===== config.mk =====
export PLATFORM = sky130hd
export DESIGN_NAME = i281_core_mc
export DESIGN_NICKNAME = d
export VERILOG_FILES = /design/src/rtl/i281_pkg.sv /design/src/rtl/i281_alu_n.sv /design/src/rtl/i281_core_mc.sv
export SDC_FILE = /design/constraint.sdc
export NUM_CORES = 1
export LEC_CHECK = 0
export ABC_CLOCK_PERIOD_IN_PS = 4110
export CAP_MARGIN = 5
export CORE_MARGIN = 1.5
export CORE_UTILIZATION = 38
export CTS_BUF_LIST = sky130_fd_sc_hd__clkbuf_8
export DETAILED_ROUTE_END_ITERATION = 8
export RECOVER_POWER = 50
export SYNTH_ARGS = -nofsm -noshare
export SYNTH_HDL_FRONTEND = slang
export SYNTH_SLANG_ARGS = --single-unit
export TNS_END_PERCENT = 30

===== constraint.sdc =====
create_clock -name clock -period 4.11 [get_ports clock]
set_input_delay 0.411 -clock clock [delete_from_list [all_inputs] [get_ports clock]]
set_output_delay 0.411 -clock clock [all_outputs]
set_load 0.01 [all_outputs]

===== src/rtl/i281_pkg.sv =====
// Shared encodings for the i281 multi-cycle core: opcodes, FSM states, branch conditions,
// flag bit positions and instruction field positions.
package i281_pkg;

  typedef enum logic [3:0] {
    OP_NOOP   = 4'h0,
    OP_INPUTC = 4'h1,
    OP_MOVE   = 4'h2,
    OP_LOADI  = 4'h3,
    OP_ADD    = 4'h4,
    OP_ADDI   = 4'h5,
    OP_SUB    = 4'h6,
    OP_SUBI   = 4'h7,
    OP_LOAD   = 4'h8,
    OP_LOADF  = 4'h9,
    OP_STORE  = 4'hA,
    OP_STOREF = 4'hB,
    OP_SHIFT  = 4'hC,
    OP_CMP    = 4'hD,
    OP_JUMP   = 4'hE,
    OP_BRANCH = 4'hF
  } opcode_e;

  typedef enum logic [2:0] {
    ST_STOP  = 3'd0,
    ST_FETCH = 3'd1,
    ST_EXEC  = 3'd2,
    ST_MEM   = 3'd3,
    ST_HALT  = 3'd4
  } state_e;

  typedef enum logic [1:0] {
    COND_C = 2'd0,
    COND_Z = 2'd1,
    COND_N = 2'd2,
    COND_V = 2'd3
  } cond_e;

  typedef enum logic [1:0] {
    ALU_ADD = 2'd0,
    ALU_SUB = 2'd1,
    ALU_SHL = 2'd2,
    ALU_SHR = 2'd3
  } alu_op_e;

  // flags bus is {C,Z,N,V}
  localparam int FLAG_C = 3;
  localparam int FLAG_Z = 2;
  localparam int FLAG_N = 1;
  localparam int FLAG_V = 0;

  localparam int IR_OP_HI  = 15;
  localparam int IR_OP_LO  = 12;
  localparam int IR_RX_HI  = 11;
  localparam int IR_RX_LO  = 10;
  localparam int IR_RY_HI  = 9;
  localparam int IR_RY_LO  = 8;
  localparam int IR_IMM_HI = 7;
  localparam int IR_IMM_LO = 0;

  // JUMP to itself (offset -1) is the halt idiom
  localparam logic [7:0] HALT_IMM = 8'hFF;

  function automatic logic is_mem_op(input opcode_e op);
    return (op == OP_INPUTC) || (op == OP_LOAD) || (op == OP_LOADF) ||
           (op == OP_STORE) || (op == OP_STOREF);
  endfunction

endpackage


===== src/rtl/i281_alu_n.sv =====
// Combinational add/sub/shift unit for the i281 core; produces the result and {C,Z,N,V}.
// SUB carry is no-borrow; shifts report the bit shifted out in C and clear V.
module i281_alu_n
  import i281_pkg::*;
#(
  parameter int DATA_W = 8
) (
  input  logic [DATA_W-1:0] a,
  input  logic [DATA_W-1:0] b,
  input  alu_op_e           op,
  output logic [DATA_W-1:0] res,
  output logic [3:0]        flg
);

  localparam int MSB = DATA_W - 1;

  logic [DATA_W:0] sum;
  logic            carry;
  logic            ovf;

  always_comb begin
    sum   = '0;
    res   = '0;
    carry = 1'b0;
    ovf   = 1'b0;
    case (op)
      ALU_ADD: begin
        sum   = {1'b0, a} + {1'b0, b};
        res   = sum[DATA_W-1:0];
        carry = sum[DATA_W];
        ovf   = (a[MSB] == b[MSB]) && (res[MSB] != a[MSB]);
      end
      ALU_SUB: begin
        sum   = {1'b0, a} - {1'b0, b};
        res   = sum[DATA_W-1:0];
        carry = ~sum[DATA_W];
        ovf   = (a[MSB] != b[MSB]) && (res[MSB] != a[MSB]);
      end
      ALU_SHL: begin
        res   = {a[DATA_W-2:0], 1'b0};
        carry = a[MSB];
      end
      default: begin
        res   = {1'b0, a[DATA_W-1:1]};
        carry = a[0];
      end
    endcase
    flg         = '0;
    flg[FLAG_C] = carry;
    flg[FLAG_Z] = (res == '0);
    flg[FLAG_N] = res[MSB];
    flg[FLAG_V] = ovf;
  end

endmodule


===== src/rtl/i281_core_mc.sv =====
// i281 multi-cycle core: sequencer FSM, register file, flags and PC, with valid/ack code and
// data memory ports and run/step/halt control. Define I281_BREAKPOINT_EN for the PC breakpoint.
module i281_core_mc
  import i281_pkg::*;
#(
  parameter int DATA_W  = 8,
  parameter int PC_W    = 6,
  parameter int DMEM_AW = 4
) (
  input  logic               clock,
  input  logic               reset,
  input  logic               run,
  input  logic               step,
  input  logic [DATA_W-1:0]  switches,
  output logic [PC_W-1:0]    imem_addr,
  input  logic [15:0]        imem_rdata,
  input  logic               imem_valid,
  output logic               dmem_req,
  output logic               dmem_we,
  output logic [DMEM_AW-1:0] dmem_addr,
  output logic [DATA_W-1:0]  dmem_wdata,
  input  logic [DATA_W-1:0]  dmem_rdata,
  input  logic               dmem_ack,
  output logic [PC_W-1:0]    pc,
  output logic [3:0]         flags,
  output logic [2:0]         state,
`ifdef I281_BREAKPOINT_EN
  input  logic               bp_en,
  input  logic [PC_W-1:0]    bp_addr,
  output logic               bp_hit,
`endif
  output logic               halted
);

  state_e             state_q, state_d, retire_state;
  logic [PC_W-1:0]    pc_q, pc_d, pc_inc, pc_rel, exec_pc, pc_ret;
  logic [15:0]        ir_q, ir_d;
  logic [DATA_W-1:0]  regs_q [4];
  logic [DATA_W-1:0]  regs_d [4];
  logic [3:0]         flags_q, flags_d;
  logic               halted_q, halted_d;
  logic               single_q, single_d;
  logic               step_prev_q, step_prev_d;
  logic               req_q, req_d, we_q, we_d;
  logic [DMEM_AW-1:0] addr_q, addr_d, mem_addr;
  logic [DATA_W-1:0]  wdata_q, wdata_d;

  opcode_e            op;
  logic [1:0]         rx, ry;
  logic [7:0]         imm;
  logic signed [7:0]  imm_s;
  logic [DATA_W-1:0]  imm_ext, rx_val, ry_val, alu_b, alu_res, eff_addr;
  logic [3:0]         alu_flg;
  alu_op_e            alu_op;
  logic               mem_op, load_op, halt_hit, br_taken, step_rise, bp_trip;

  // Instruction decode
  assign op        = opcode_e'(ir_q[IR_OP_HI:IR_OP_LO]);
  assign rx        = ir_q[IR_RX_HI:IR_RX_LO];
  assign ry        = ir_q[IR_RY_HI:IR_RY_LO];
  assign imm       = ir_q[IR_IMM_HI:IR_IMM_LO];
  assign imm_s     = ir_q[IR_IMM_HI:IR_IMM_LO];
  assign imm_ext   = DATA_W'(imm_s);
  assign rx_val    = regs_q[rx];
  assign ry_val    = regs_q[ry];
  assign mem_op    = is_mem_op(op);
  assign load_op   = (op == OP_LOAD) || (op == OP_LOADF);
  assign halt_hit  = (op == OP_JUMP) && (imm == HALT_IMM);
  assign step_rise = step && !step_prev_q;

  assign eff_addr  = ((op == OP_LOADF) || (op == OP_STOREF)) ? (ry_val + imm_ext) : imm_ext;
  assign mem_addr  = DMEM_AW'(eff_addr);

  assign pc_inc    = pc_q + PC_W'(1);
  assign pc_rel    = pc_inc + PC_W'(imm_s);
  assign pc_ret    = (state_q == ST_MEM) ? pc_inc : exec_pc;

  always_comb begin
    alu_op = ALU_ADD;
    alu_b  = ry_val;
    case (op)
      OP_ADDI:        alu_b  = imm_ext;
      OP_SUB, OP_CMP: alu_op = ALU_SUB;
      OP_SUBI: begin
        alu_op = ALU_SUB;
        alu_b  = imm_ext;
      end
      OP_SHIFT:       alu_op = imm[0] ? ALU_SHL : ALU_SHR;
      default:        ;
    endcase
  end

  i281_alu_n #(.DATA_W(DATA_W)) u_alu (
    .a   (rx_val),
    .b   (alu_b),
    .op  (alu_op),
    .res (alu_res),
    .flg (alu_flg)
  );

  always_comb begin
    br_taken = 1'b0;
    case (cond_e'(ry))
      COND_C: br_taken = flags_q[FLAG_C];
      COND_Z: br_taken = flags_q[FLAG_Z];
      COND_N: br_taken = flags_q[FLAG_N];
      COND_V: br_taken = flags_q[FLAG_V];
      default: br_taken = 1'b0;
    endcase
  end

  always_comb begin
    exec_pc = pc_inc;
    if (op == OP_JUMP || (op == OP_BRANCH && br_taken)) exec_pc = pc_rel;
  end

`ifdef I281_BREAKPOINT_EN
  logic retiring, bp_hit_q, bp_hit_d;

  // pc_ret != pc_q keeps a stopped breakpoint from re-firing until the PC moves
  assign retiring = ((state_q == ST_EXEC) && !mem_op && !halt_hit) ||
                    ((state_q == ST_MEM) && dmem_ack);
  assign bp_trip  = bp_en && (pc_ret == bp_addr) && (pc_ret != pc_q);
  assign bp_hit_d = retiring && run && !single_q && bp_trip;
  assign bp_hit   = bp_hit_q;

  always_ff @(posedge clock or negedge reset) begin
    if (!reset) bp_hit_q <= 1'b0;
    else        bp_hit_q <= bp_hit_d;
  end
`else
  assign bp_trip = 1'b0;
`endif

  assign retire_state = (run && !single_q && !bp_trip) ? ST_FETCH : ST_STOP;

  // FSM: state register
  always_ff @(posedge clock or negedge reset) begin
    if (!reset) state_q <= ST_STOP;
    else        state_q <= state_d;
  end

  // FSM: next state
  always_comb begin
    state_d = state_q;
    case (state_q)
      ST_STOP:  if (run || step_rise) state_d = ST_FETCH;
      ST_FETCH: if (imem_valid) state_d = ST_EXEC;
      ST_EXEC: begin
        if (halt_hit)    state_d = ST_HALT;
        else if (mem_op) state_d = ST_MEM;
        else             state_d = retire_state;
      end
      ST_MEM:   if (dmem_ack) state_d = retire_state;
      ST_HALT:  state_d = ST_HALT;
      default:  state_d = ST_STOP;
    endcase
  end

  // Datapath next values
  always_comb begin
    pc_d        = pc_q;
    ir_d        = ir_q;
    regs_d      = regs_q;
    flags_d     = flags_q;
    halted_d    = halted_q;
    single_d    = single_q;
    req_d       = req_q;
    we_d        = we_q;
    addr_d      = addr_q;
    wdata_d     = wdata_q;
    step_prev_d = step;
    case (state_q)
      ST_STOP: begin
        if (run)            single_d = 1'b0;
        else if (step_rise) single_d = 1'b1;
      end
      ST_FETCH: if (imem_valid) ir_d = imem_rdata;
      ST_EXEC: begin
        if (halt_hit) begin
          halted_d = 1'b1;
        end else if (mem_op) begin
          req_d   = 1'b1;
          we_d    = !load_op;
          addr_d  = mem_addr;
          wdata_d = (op == OP_INPUTC) ? switches : rx_val;
        end else begin
          pc_d = pc_ret;
          case (op)
            OP_MOVE:  regs_d[rx] = ry_val;
            OP_LOADI: regs_d[rx] = imm_ext;
            OP_ADD, OP_ADDI, OP_SUB, OP_SUBI, OP_SHIFT: begin
              regs_d[rx] = alu_res;
              flags_d    = alu_flg;
            end
            OP_CMP:   flags_d = alu_flg;
            default:  ;
          endcase
        end
      end
      ST_MEM: begin
        if (dmem_ack) begin
          req_d = 1'b0;
          we_d  = 1'b0;
          pc_d  = pc_ret;
          if (load_op) regs_d[rx] = dmem_rdata;
        end
      end
      default: ;
    endcase
  end

  always_ff @(posedge clock or negedge reset) begin
    if (!reset) begin
      pc_q        <= '0;
      ir_q        <= '0;
      for (int i = 0; i < 4; i++) regs_q[i] <= '0;
      flags_q     <= '0;
      halted_q    <= 1'b0;
      single_q    <= 1'b0;
      step_prev_q <= 1'b0;
      req_q       <= 1'b0;
      we_q        <= 1'b0;
      addr_q      <= '0;
      wdata_q     <= '0;
    end else begin
      pc_q        <= pc_d;
      ir_q        <= ir_d;
      regs_q      <= regs_d;
      flags_q     <= flags_d;
      halted_q    <= halted_d;
      single_q    <= single_d;
      step_prev_q <= step_prev_d;
      req_q       <= req_d;
      we_q        <= we_d;
      addr_q      <= addr_d;
      wdata_q     <= wdata_d;
    end
  end

  // FSM: outputs
  assign imem_addr  = pc_q;
  assign pc         = pc_q;
  assign flags      = flags_q;
  assign state      = state_q;
  assign halted     = halted_q;
  assign dmem_req   = req_q;
  assign dmem_we    = we_q;
  assign dmem_addr  = addr_q;
  assign dmem_wdata = wdata_q;

endmodule


-- After elaboration in Yosys (flattened, before gate mapping)
Index checks and enable logic that the tools add are counted.
- output and inout port bits: 34
- logic and storage cells: 151
- register bits: 78
- input port bits: 38
- multiplexer cells: 49
- add/sub/neg operators: 5
- equality and inequality tests: 37
- bitwise logic cells: 5
- order comparisons: 3
- reductions and logical operators: 37
- operators by type and width (operator ; count):
    $bwmux W32 ; 4
    $mux W32 ; 4
    $pmux W32 S3 ; 1
    $pmux W32 S2 ; 1
    $mux W8 ; 7
    $bmux W8 S2 ; 2
    $eq A4 B4 Y1 const B ; 8
    $mux W6 ; 5
    $pmux W8 S3 ; 1
    $demux W8 S2 ; 1
    $eq A4 B3 Y1 const B ; 4
    $pmux W3 S5 ; 1
    $ne A2 B2 Y1 const B ; 7
    $mux W3 ; 4
    $pmux W6 S2 ; 1
    $reduce_and A4 Y1 ; 3
    $add A8 B8 Y9 ; 1
    $mux W1 ; 9
    $sub A8 B8 Y9 ; 1
    $eq A4 B2 Y1 const B ; 2
    $eq A8 B8 Y1 const B ; 1
    $logic_not A8 Y1 ; 1
    $logic_or A1 B1 Y1 ; 8
    $logic_and A1 B1 Y1 ; 7
    33 further kinds ; 52

-- Depth between registers and ports, before layout
Gate-level depths: netlist of the first run.
- word-level depth: 12
- depth in mapped cells: 15
- mapped depth without buffers: 14

-- Hierarchy
Synthesis of the first run repeated with hierarchy kept, for this count alone.
- cells, all modules: 646
- area total of the unflattened synthesis: 6114.6 um^2
- by module, submodules not included (module ; cells each ; times used ; area an instance (um^2) ; seq. area each (um^2)):
    i281_core_mc ; 483 ; 1 ; 4987.3 ; 1951.9
    i281_alu_n ; 163 ; 1 ; 1127.3 ; 0.0

-- Least setup slack after synthesis of the first run
OpenSTA, ideal clock, no wires.
- path kind: register to register
- from: reg ir_q[14]
- to: reg flags_q[2], in the netlist flags[2]
- stages on the path, launching flop included: 15
- library setup time: 92 ps
- arrival time: 3574 ps
- slack: 444 ps
- clock period less this slack: 3666 ps
- data required time: 4018 ps
- buffers on the path: 3
- path through: dfrtp_1 -> buf_2 -> buf_1 -> nand3_1 -> nand2_1 -> o21ai_0 -> ha_1 -> fa_1 -> clkbuf_1 -> a21o_1 -> a21oi_1 -> xnor2_1 -> a2111o_1 -> or4_1 -> o31ai_2
- cells in the longest elaborated chain, start to end: 7
- elaborated cells between the ends (all ways): 32
- classes of those cells: 2 x add/sub; 14 x eq/ne; 3 x mux; 2 x bitwise; 11 x reduce/logical
- RTL lines (item ; line ; text):
    start, declared ; i281_core_mc.sv:37 ; logic [15:0] ir_q, ir_d;
    start signal, assigned ; i281_core_mc.sv:228 ; ir_q <= ir_d;
    branches (longest 7 deep; another with $sub A8 B8 Y9) ; n/a ;
    end signal, assigned ; i281_core_mc.sv:230 ; flags_q <= flags_d;
    end, declared ; i281_core_mc.sv:40 ; logic [3:0] flags_q, flags_d;
Several ways; the timed one is not identified.
A chain may end at the register's enable or synchronous reset.

-- Worst setup path after layout of the first run
- from: reg ir_q[10]
- to: reg regs_q[14] (netlist bit)
- cells in the longest elaborated chain, start to end: 11
- elaborated cells between the ends (all ways): 22
- classes of those cells: 2 x add/sub; 2 x order compare; 16 x mux; 1 x bitwise; 1 x reduce/logical
- RTL lines (item ; line ; text):
    $not A2 Y3 (implied by the code) (*) ; n/a ;
    $bmux W8 S2 ; i281_core_mc.sv:64 ; assign rx_val = regs_q[rx];
    $mux W8 (implied by the code) (2 in series) ; i281_core_mc.sv:64 ;
    $sub A8 B8 Y9 or $add A8 B8 Y9 (tied branches) ; i281_alu_n.sv:34, i281_alu_n.sv:28 ;
    $pmux W8 S3 ; i281_alu_n.sv:26 ; case (op)
    $bwmux W32 ; i281_core_mc.sv:193 ; regs_d[rx] = alu_res;
    $pmux W32 S3 ; i281_core_mc.sv:189 ; case (op)
    $mux W32 ; i281_core_mc.sv:182 ; end else if (mem_op) begin
    $mux W32 ; i281_core_mc.sv:180 ; if (halt_hit) begin
    $pmux W32 S2 (*) ; i281_core_mc.sv:173 ; case (state_q)
    end signal, assigned ; i281_core_mc.sv:229 ; regs_q <= regs_d;
    end, declared ; i281_core_mc.sv:38 ; logic [DATA_W-1:0] regs_q [4];
Mark *: on every way between the ends. The rest lies on a longest branch, timed or not. The select of a mux whose other input is x is not followed.

==> results of run 1 <==
[layout by cell type, fill, tap and decap left out, types with 19 or more instances in the layout]
| cell type | Yosys | routed |
|---|---|---|
| buf_4 | 7 | 26 |
| dfrtp_1 | 78 | 77 |
| nand3_1 | 25 | 25 |
| mux2i_1 | 21 | 21 |
| a21oi_1 | 36 | 36 |
| o21ai_0 | 45 | 45 |
| inv_1 | 19 | 19 |
| ha_1 | 26 | 26 |
| nand2_1 | 81 | 81 |
| mux2_2 | 25 | 25 |
| nor2_1 | 49 | 49 |
| clkdlybuf4s50_1 | 0 | 59 |
[final timing paths]
path                                 startpoint                endpoint  slack (ns)  depth (start not counted)
min in group asynchronous                 reset    flags[0]$_DFFE_PN0P_        0.56                          1
setup / recovery           ir_q[10]$_DFFE_PN0P_  regs_q[14]$_DFFE_PN0P_        0.31                         12
setup reg to reg           ir_q[10]$_DFFE_PN0P_  regs_q[14]$_DFFE_PN0P_        0.31                         12
hold / removal               halted$_DFFE_PN0P_      halted$_DFFE_PN0P_        0.48                          1
hold reg to reg              halted$_DFFE_PN0P_      halted$_DFFE_PN0P_        0.48                          1
max in group asynchronous                 reset     ir_q[8]$_DFFE_PN0P_        2.17                          1
[kinds of logic (layout without fill, tap and decap cells)]
family,Yosys count,in the layout
compound gates,200,200
xor+xnor,13,13
fa+ha+maj,30,30
buf+inv,68,136
flops,78,78
mux,69,69
simple gates,236,236
[power breakdown]
part / internal (uW) / leakage, uW / switching, uW
registers: 1080 / 0.000999 / 436
clock network: 231 / 0.0000863 / 349
logic: 2000 / 0.00202 / 2760
[flip-flops by register name, indices dropped and copies added (netlist names), 3 cells and up]
name and flops:
ir_q 16, flags 4, regs_q 32, imem_addr 6
state 3, dmem_wdata 8, dmem_addr 4
[area by class of cell]
cell class	instances	area, sq um	share of cell area
multi-input cells	548	3930	0.537
clock inverters	7	62.6	0.00854
repair buffers	98	905	0.123
clock buffers	9	124	0.0169
inverters	22	82.6	0.0113
well taps	216	270	0.0369
flip-flops and latches	78	1950	0.266
[metrics by stage]
stage,cell area (sq um),std cells
final,7330,978
after global routing,7330,978
after CTS,7340,978
after detailed placement,7150,962
after global placement,7150,962
after floorplan,6190,694
[worst max-delay path: stages, from the launching register on]
cell and delay [ns]:
dfrtp_1 0.60, mux4_2 0.65, inv_1 0.11, ha_1 0.16
inv_1 0.06, fa_1 0.45, nand2b_1 0.11, a21oi_1 0.12
a211o_1 0.31, and3_1 0.19, o32a_1 0.37, a2bb2oi_1 0.38
o21ai_0 0.17
[per-layer routing]
layer / part of all wire / vias up
li1: - / 2689
met1: 0.43 / 2912
met2: 0.47 / 283
met3: 0.067 / 39
met4: 0.033 / 0
met5: 0 / -
==> flow_summary_export.csv, run 1 <==
group,metric,value,unit
grt,antenna_found_initial,0,
timing,rsz0062_at_grt,"false",
pwr,ir_drop,0.333,mV
logic_synthesis,yosysUniqueCellTypes,76,
logic_synthesis,ys_ff_latch,78,
cells_and_area,nets,825,
logic_synthesis,yosys_warnings,0,
status,violations,"max-capacitance violations, max-slew violations",
setup_path,arrival,4.06,ns
clock_network,cts_buffer_depth,2,
logic_synthesis,syn_area,0.00619,sq mm
run,drv_cap,1,
logic_synthesis,yosysTopAreaCell,"dfrtp_1",
clock_network,clk_pin_slew,0.09,ns
place,dp_slack,0.249,ns
logic_synthesis,synth_compound_area_frac,0.214,
clock_network,h-tree-depth,3,
timing,final.min_clock_period,3.80,ns
floorplan,start_util,0.389,
timing,fmax,0.263,GHz
floorplan,rows,46,
floorplan,core_area,0.0159,sq mm
timing,fin_skew,0.0129,ns
logic_synthesis,synth_most_common_cell,"nand2_1",
logic_synthesis,synth_top_area_frac,0.316,
detailed_routing,first_pass_iters,5,
setup_path,start_kind,"register",
detailed_routing,routed_wl,21.0,mm
timing,finalHoldViolCount,0,
timing,slew_headroom,-0.367,
logic_synthesis,avgSynthCellArea,8.91,sq um
detailed_routing,wire_per_inst,21.5,um
grt,grt_overflow,0,
clock_network,cts-root-buf,"clkbuf_8",
grt,grt_usage,0.254,
logic_synthesis,synth_edf_count,0,
grt,grt_pass1_wl,32.3,mm
clock_network,ctsHoldBuffers,0,
cells_and_area,area_delta_synth_final,18.5,%
timing,fin_tns_setup,0,ns
logic_synthesis,syn_inst,694,
detailed_routing,drt_iter0_markers,579,
grt,use_met1,0.335,
clock_network,cts.sinks,78,
detailed_routing,drc,0,
grt,use_met3,0.0472,
logic_synthesis,yosysSeqAreaShare,0.316,
place,hpwl,16.1,mm
timing,whs,0.475,ns
clock_network,cts_resized,0,
logic_synthesis,yosys-mux-area-fraction,0.155,
detailed_routing,viasPerCell,6.06,
clock_network,clkLatencyLatePin,0.39,ns
pwr,total_power,6860,uW
floorplan,pin_count,72,
clock_network,cts_tree,"built",
min_path,min_path_type,"register to register",
logic_synthesis,synthTopCellsByArea,"dfrtp_1 (32%), ha_1 (5.3%), mux4_2 (5.1%)",
logic_synthesis,synthArstFlopShare,1.00,
logic_synthesis,yosys.area_share.simple,0.183,
logic_synthesis,synthAdderAreaFrac,0.0655,
pwr,p_leak,0.00310,uW
timing,finalWorstSetupSlack,0.308,ns
timing,tightest_slew,2.05,ns
status,outcome,"finished with violations",
timing,period_share,0.925,
logic_synthesis,synth_flop_cell,"dfrtp_1",
grt,grt_max_degree,79,
clock_network,cts_buffers,9,
cells_and_area,post-route-util,0.461,
setup_path,critPathMaxFanout,6,
cells_and_area,layout-drive-gt1-share,0.127,
detailed_routing,vias,5923,
timing,setup_viol,0,
grt,grt_pass1_vias,5681,
floorplan,die_h,131,um
place,portBuffers,71,
setup_path,required,4.37,ns
clock_network,post_cts_buffers,0,
logic_synthesis,syn-num-nets,762,
grt,top_usage_layer,"met2",
floorplan,die_w,131,um
cells_and_area,fill_cells,1590,
logic_synthesis,synth_xor_area_frac,0.0184,
cells_and_area,n_antenna_cell,0,
grt,met2_usage,0.404,
timing,maxSlewViolCount,79,
floorplan,die-area,0.0171,sq mm
pwr,power_density,936,mW/mm^2
detailed_routing,drtAntennaViolNets,0,
setup_path,crit_type,"register to register",
logic_synthesis,synth_top_family_by_area,"compound AO/OA/AOI/OAI gates",
setup_path,end_kind,"register",
logic_synthesis,synth_common_cells,"nand2_1 (81), dfrtp_1 (78), nor2_1 (49)",
place,routabilityCongestion,0.948,
No activity file was read; power rests on OpenSTA's default activity.
==> inputs of run 2 (changes only) <==
--- a/config.mk
+++ b/config.mk
@@ -9,8 +9,9 @@
 export CAP_MARGIN = 5
 export CORE_MARGIN = 1.5
 export CORE_UTILIZATION = 38
-export CTS_BUF_LIST = sky130_fd_sc_hd__clkbuf_8
+export CTS_BUF_LIST = sky130_fd_sc_hd__clkbuf_2
 export DETAILED_ROUTE_END_ITERATION = 8
+export DONT_BUFFER_PORTS = 1
 export RECOVER_POWER = 50
 export SYNTH_ARGS = -nofsm -noshare
 export SYNTH_HDL_FRONTEND = slang
==> flow_summary_export.csv, run 2 (same netlist as run 1, synthesis figures left out) <==
group,metric,value,unit
detailed_routing,first_pass_iters,6,
floorplan,pin_count,72,
floorplan,rows,46,
grt,top_usage_layer,"met2",
timing,rsz0062_at_grt,"false",
grt,antenna_found_initial,1,
detailed_routing,drtAntennaViolNets,0,
status,violations,"max-capacitance violations, max-slew violations",
timing,maxSlewViolCount,79,
timing,fmax,0.254,GHz
grt,grt_usage,0.240,
timing,final.min_clock_period,3.94,ns
timing,tightest_slew,2.08,ns
timing,finalWorstSetupSlack,0.166,ns
setup_path,crit_end,"regs_q[28]$_DFFE_PN0P_",
pwr,ir_drop,0.289,mV
floorplan,start_util,0.389,
grt,grt_max_degree,79,
detailed_routing,drt_iter0_markers,659,
min_path,min_path_type,"primary input to register",
setup_path,worst-path-buf-inv,2,
clock_network,clkLatencyLatePin,0.63,ns
grt,use_met3,0.0501,
cells_and_area,largest_reg_flops,32,
clock_network,clk_pin_slew,0.22,ns
clock_network,cts_buffers,9,
setup_path,r2r-end,"regs_q[28]$_DFFE_PN0P_",
setup_path,end_kind,"register",
timing,setup_viol,0,
setup_path,timing.rr.start,"ir_q[9]$_DFFE_PN0P_",
cells_and_area,regMostFlops,"regs_q",
setup_path,crit_path_top_delay_cell,"dfrtp_1",
cells_and_area,final_cell_mix,"nand2_1 (81), dfrtp_1 (77), nor2_1 (49), o21ai_0 (45), a21oi_1 (36)",
clock_network,post_cts_buffers,0,
grt,grt_overflow,0,
grt,met2_usage,0.388,
clock_network,cts.sinks,78,
grt,grt_pass1_vias,5417,
floorplan,die_w,131,um
setup_path,arrival,4.47,ns
status,outcome,"finished with violations",
place,dp_slack,0.331,ns
cells_and_area,layout-drive-gt1-share,0.130,
detailed_routing,drc,0,
timing,slew_headroom,-0.384,
setup_path,path_depth,12,
setup_path,r2r_setup_slack,0.17,ns
clock_network,cts_tree,"built",
cells_and_area,post-route-util,0.430,
pwr,power_density,943,mW/mm^2
detailed_routing,viasPerCell,6.09,
setup_path,start_kind,"register",
timing,finalHoldViolCount,0,
cells_and_area,nets,781,
setup_path,crit_type,"register to register",
setup_path,cp-startpoint,"ir_q[9]$_DFFE_PN0P_",
pwr,p_leak,0.00291,uW
run,drv_cap,1,
setup_path,critPathMaxFanout,10,
timing,whs,0.0450,ns
clock_network,cts_buffer_depth,2,
clock_network,cts-root-buf,"clkbuf_2",
place,portBuffers,0,
timing,period_share,0.960,
setup_path,critPathTopFamily,"multiplexers",
timing,fin_tns_setup,0,ns
detailed_routing,routed_wl,20.4,mm
cells_and_area,area_delta_synth_final,10.5,%
setup_path,required,4.64,ns
setup_path,cp_slowest_stage_delay,0.63,ns
timing,fin_skew,0.0413,ns
setup_path,reg2regPathDepth,12,
place,hpwl,15.2,mm
grt,grt_pass1_wl,30.6,mm
setup_path,path_cells,"buf_4 -> mux4_2 -> mux2_2 -> ha_1 -> nand2b_1 -> a21oi_1 -> or4_1 -> nand3_1 -> a222oi_1 -> buf_4 -> o22ai_1 -> mux2_2",
detailed_routing,wire_per_inst,21.8,um
place,routabilityCongestion,0.975,
floorplan,die-area,0.0171,sq mm
detailed_routing,vias,5692,
cells_and_area,final_common_cell,"nand2_1",
floorplan,core_area,0.0159,sq mm
grt,use_met1,0.317,
floorplan,die_h,131,um
clock_network,h-tree-depth,3,
run 2: changes by cell type in the layout (fill, tap and decap cells not counted), sizes merged:
cell / delta
dlygate4sd3: +20
clkdlybuf4s50: -59
clkinv: +4
diode: +1
clkinvlp: -3
bufinv: +1
inv: -3
buf: -4
run 2: routing by layer:
| metal | wire [um] | part of all wire |
|---|---|---|
| met2 | 9800 | 0.48 |
| met4 | 530 | 0.026 |
| met1 | 8660 | 0.42 |
| met3 | 1430 | 0.070 |
| met5 | 0 | 0 |
run 2: repair_timing:
action / in CTS / in global routing
setup endpoints to repair: 0 / 1
endpoints found under the hold margin: 113 / 1
hold buffers: 31 / 1
resized for setup: 0 / 1
run 2: layout make-up:
class / instances / area [sq um]
fill: 1568 / 9050
sequential: 78 / 1950
tap: 216 / 270
antenna: 1 / 2.50
clock buffer: 10 / 50.0
clock inverter: 6 / 61.3
inverter: 22 / 82.6
multi-input combinational: 548 / 3940
timing repair buffer: 54 / 480
run 2: power by group:
group          total, uW  switching [uW]  internal [uW]
logic               4440            2660           1780
registers           1570             489           1080
clock network        443             301            142
total               6450            3450           3000
run 2: worst min-delay path by stage:
stage	startpoint	to	slack (ns)	cells after the start
2_1_floorplan	reset	dmem_addr[0]$_DFFE_PN0P_	0.12	0
3_3_place_gp	reset	dmem_wdata[6]$_DFFE_PN0P_	0.12	0
3_5_place_dp	reset	dmem_wdata[6]$_DFFE_PN0P_	0.12	0
4_1_cts	dmem_rdata[2]	regs_q[10]$_DFFE_PN0P_	0.005	3
5_1_grt	dmem_rdata[2]	regs_q[10]$_DFFE_PN0P_	0.003	3
6_report	dmem_rdata[2]	regs_q[26]$_DFFE_PN0P_	0.05	3
run 2: per-stage QoR:
step / area [sq um] / total power (uW) / cells
after global placement: 6410 / 5810 / 886
final: 6840 / 6450 / 935
after floorplan: 6190 / 4630 / 694
after CTS: 6850 / 6360 / 933
after global routing: 6840 / 6910 / 935
after detailed placement: 6410 / 5860 / 886
run 2: tightest hold or removal path: stages:
cell and delay [ns]:
a21oi_1 0.04, o21ai_1 0.06, mux2_1 0.13
==> inputs of run 3 (changes only) <==
--- a/config.mk
+++ b/config.mk
@@ -6,7 +6,7 @@
 export NUM_CORES = 1
 export LEC_CHECK = 0
 export ABC_CLOCK_PERIOD_IN_PS = 4110
-export CAP_MARGIN = 5
+export CAP_MARGIN = 20
 export CORE_MARGIN = 1.5
 export CORE_UTILIZATION = 38
 export CTS_BUF_LIST = sky130_fd_sc_hd__clkbuf_2
==> results of run 3 <==
No change in the layout: final DEF, timing and power equal those of run 2.
==> patch (config.mk and constraints of run 3) <==
Change the parameter `DMEM_AW` from 4 to 6.
--- a/src/rtl/i281_core_mc.sv
+++ b/src/rtl/i281_core_mc.sv
@@ -5,7 +5,7 @@
 #(
   parameter int DATA_W  = 8,
   parameter int PC_W    = 6,
-  parameter int DMEM_AW = 4
+  parameter int DMEM_AW = 6
 ) (
   input  logic               clock,
   input  logic               reset,
Ports: changed (resized dmem_addr); port bits go from 72 to 74. The function was not compared with the original's and may differ.
==> patch against run 3 <==
The flow still finishes with violations (max-capacitance violations, max-slew violations); design area grew 3.2%; worst setup slack better by 0.11 ns; sequential cell count up 2; synthesized area is 3.3% higher; critical path depth is 1 lower; routed wire length decreased by 1.0%; via count grew 4.5%; maximum frequency increased by 2.9%; critical endpoint is now flags[2]; highest routed layer unchanged.
Power is not shown: default switching activity piles up to over one toggle a cycle in this logic, so the estimate is an artifact.
==> patch: results <==
[outcome]
status = finished, violations left
violations = max-capacitance violations, max-slew violations

[global_route]
grt_pass1_wl_um = 32000
met1_usage_pct = 30.8
grt_pass1_vias = 5734
grt_max_degree = 81
grt_usage_pct = 23.3
met2_usage_pct = 36.7
use_met3_pct = 5.33

[worst_hold_path]
hp-start = dmem_rdata[4]
hold_end = regs_q[4]

[routing]
wl_met1_um = 8600
drt-pass1-iter-count = 5
first_iter_violations = 641
wl_met2_um = 9400
dr_wl_met3_um = 1570
viasPerCell = 6.13
wirelength_um = 20200

[clocking]
cts_hold_buf = 32
cts_inserted_buffers = 9
clkTransAtPathRegs_ns = 0.25
htreeDepth = 3

[logic_synthesis]
ys_types = 73
synthTopCellsByCount = dfrtp_1 (80), nand2_1 (73), o21ai_0 (67), nor2_1 (61), a21oi_1 (55)
ys_seq_area_share_pct = 31.3
synth_nets = 802
synth_top_cells_by_area = dfrtp_1 (31%), ha_1 (5.5%), o21ai_0 (5.2%), mux2_2 (4.6%), a21oi_1 (4.3%)

[critical_path]
reg2reg_depth = 11
endpoint = flags[2]
crit_family = compound AO/OA/AOI/OAI gates
critical_path_arrival_ns = 4.33
slowest_delay_ns = 0.73

[layout]
nets = 814
n_fill_cell = 1601

[job]
maxCapViolCount = 1

[sta]
relSlewSlack_pct = -40.0
finalClockSkew_ns = 0.0458
finalMaxSlewViolations = 81

[placed_design]
place_ws_ns = 0.290
gp_congestion = 0.910
hpwl_um = 14900
dpl_cell_area_um2 = 6600
patch: changes by cell type after synthesis, sizes merged, moves of 6 or more:
cell,before,now
a31oi,8,16
nor2,49,61
a21oi,36,55
mux2i,21,15
o21ai,61,74
inv,22,29
nand2,81,73
patch: per-stage QoR:
step | cells | hold WS (ns)
global route | 970 | 0.0166
detailed placement | 921 | 0.121
floorplan | 732 | 0.115
CTS | 969 | 0.00300
global placement | 921 | 0.121
finish | 970 | 0.0612
patch: final cells by class:
| cell class | instances | share of cell area [%] |
|---|---|---|
| clock inverters | 7 | 1.33 |
| diodes | 1 | 0.0355 |
| well taps | 220 | 3.90 |
| flip-flops and latches | 80 | 28.4 |
| multi-input cells | 572 | 57.4 |
| repair buffers | 52 | 6.77 |
| inverters | 29 | 1.54 |
| clock buffers | 9 | 0.638 |
patch: logic make-up after synthesis:
logic type      share of synthesized area, %
flops                                   31.3
xor+xnor                                2.33
simple gates                            16.9
mux                                     13.2
fa+ha+maj                               6.74
compound gates                          24.1
buf+inv                                 5.35
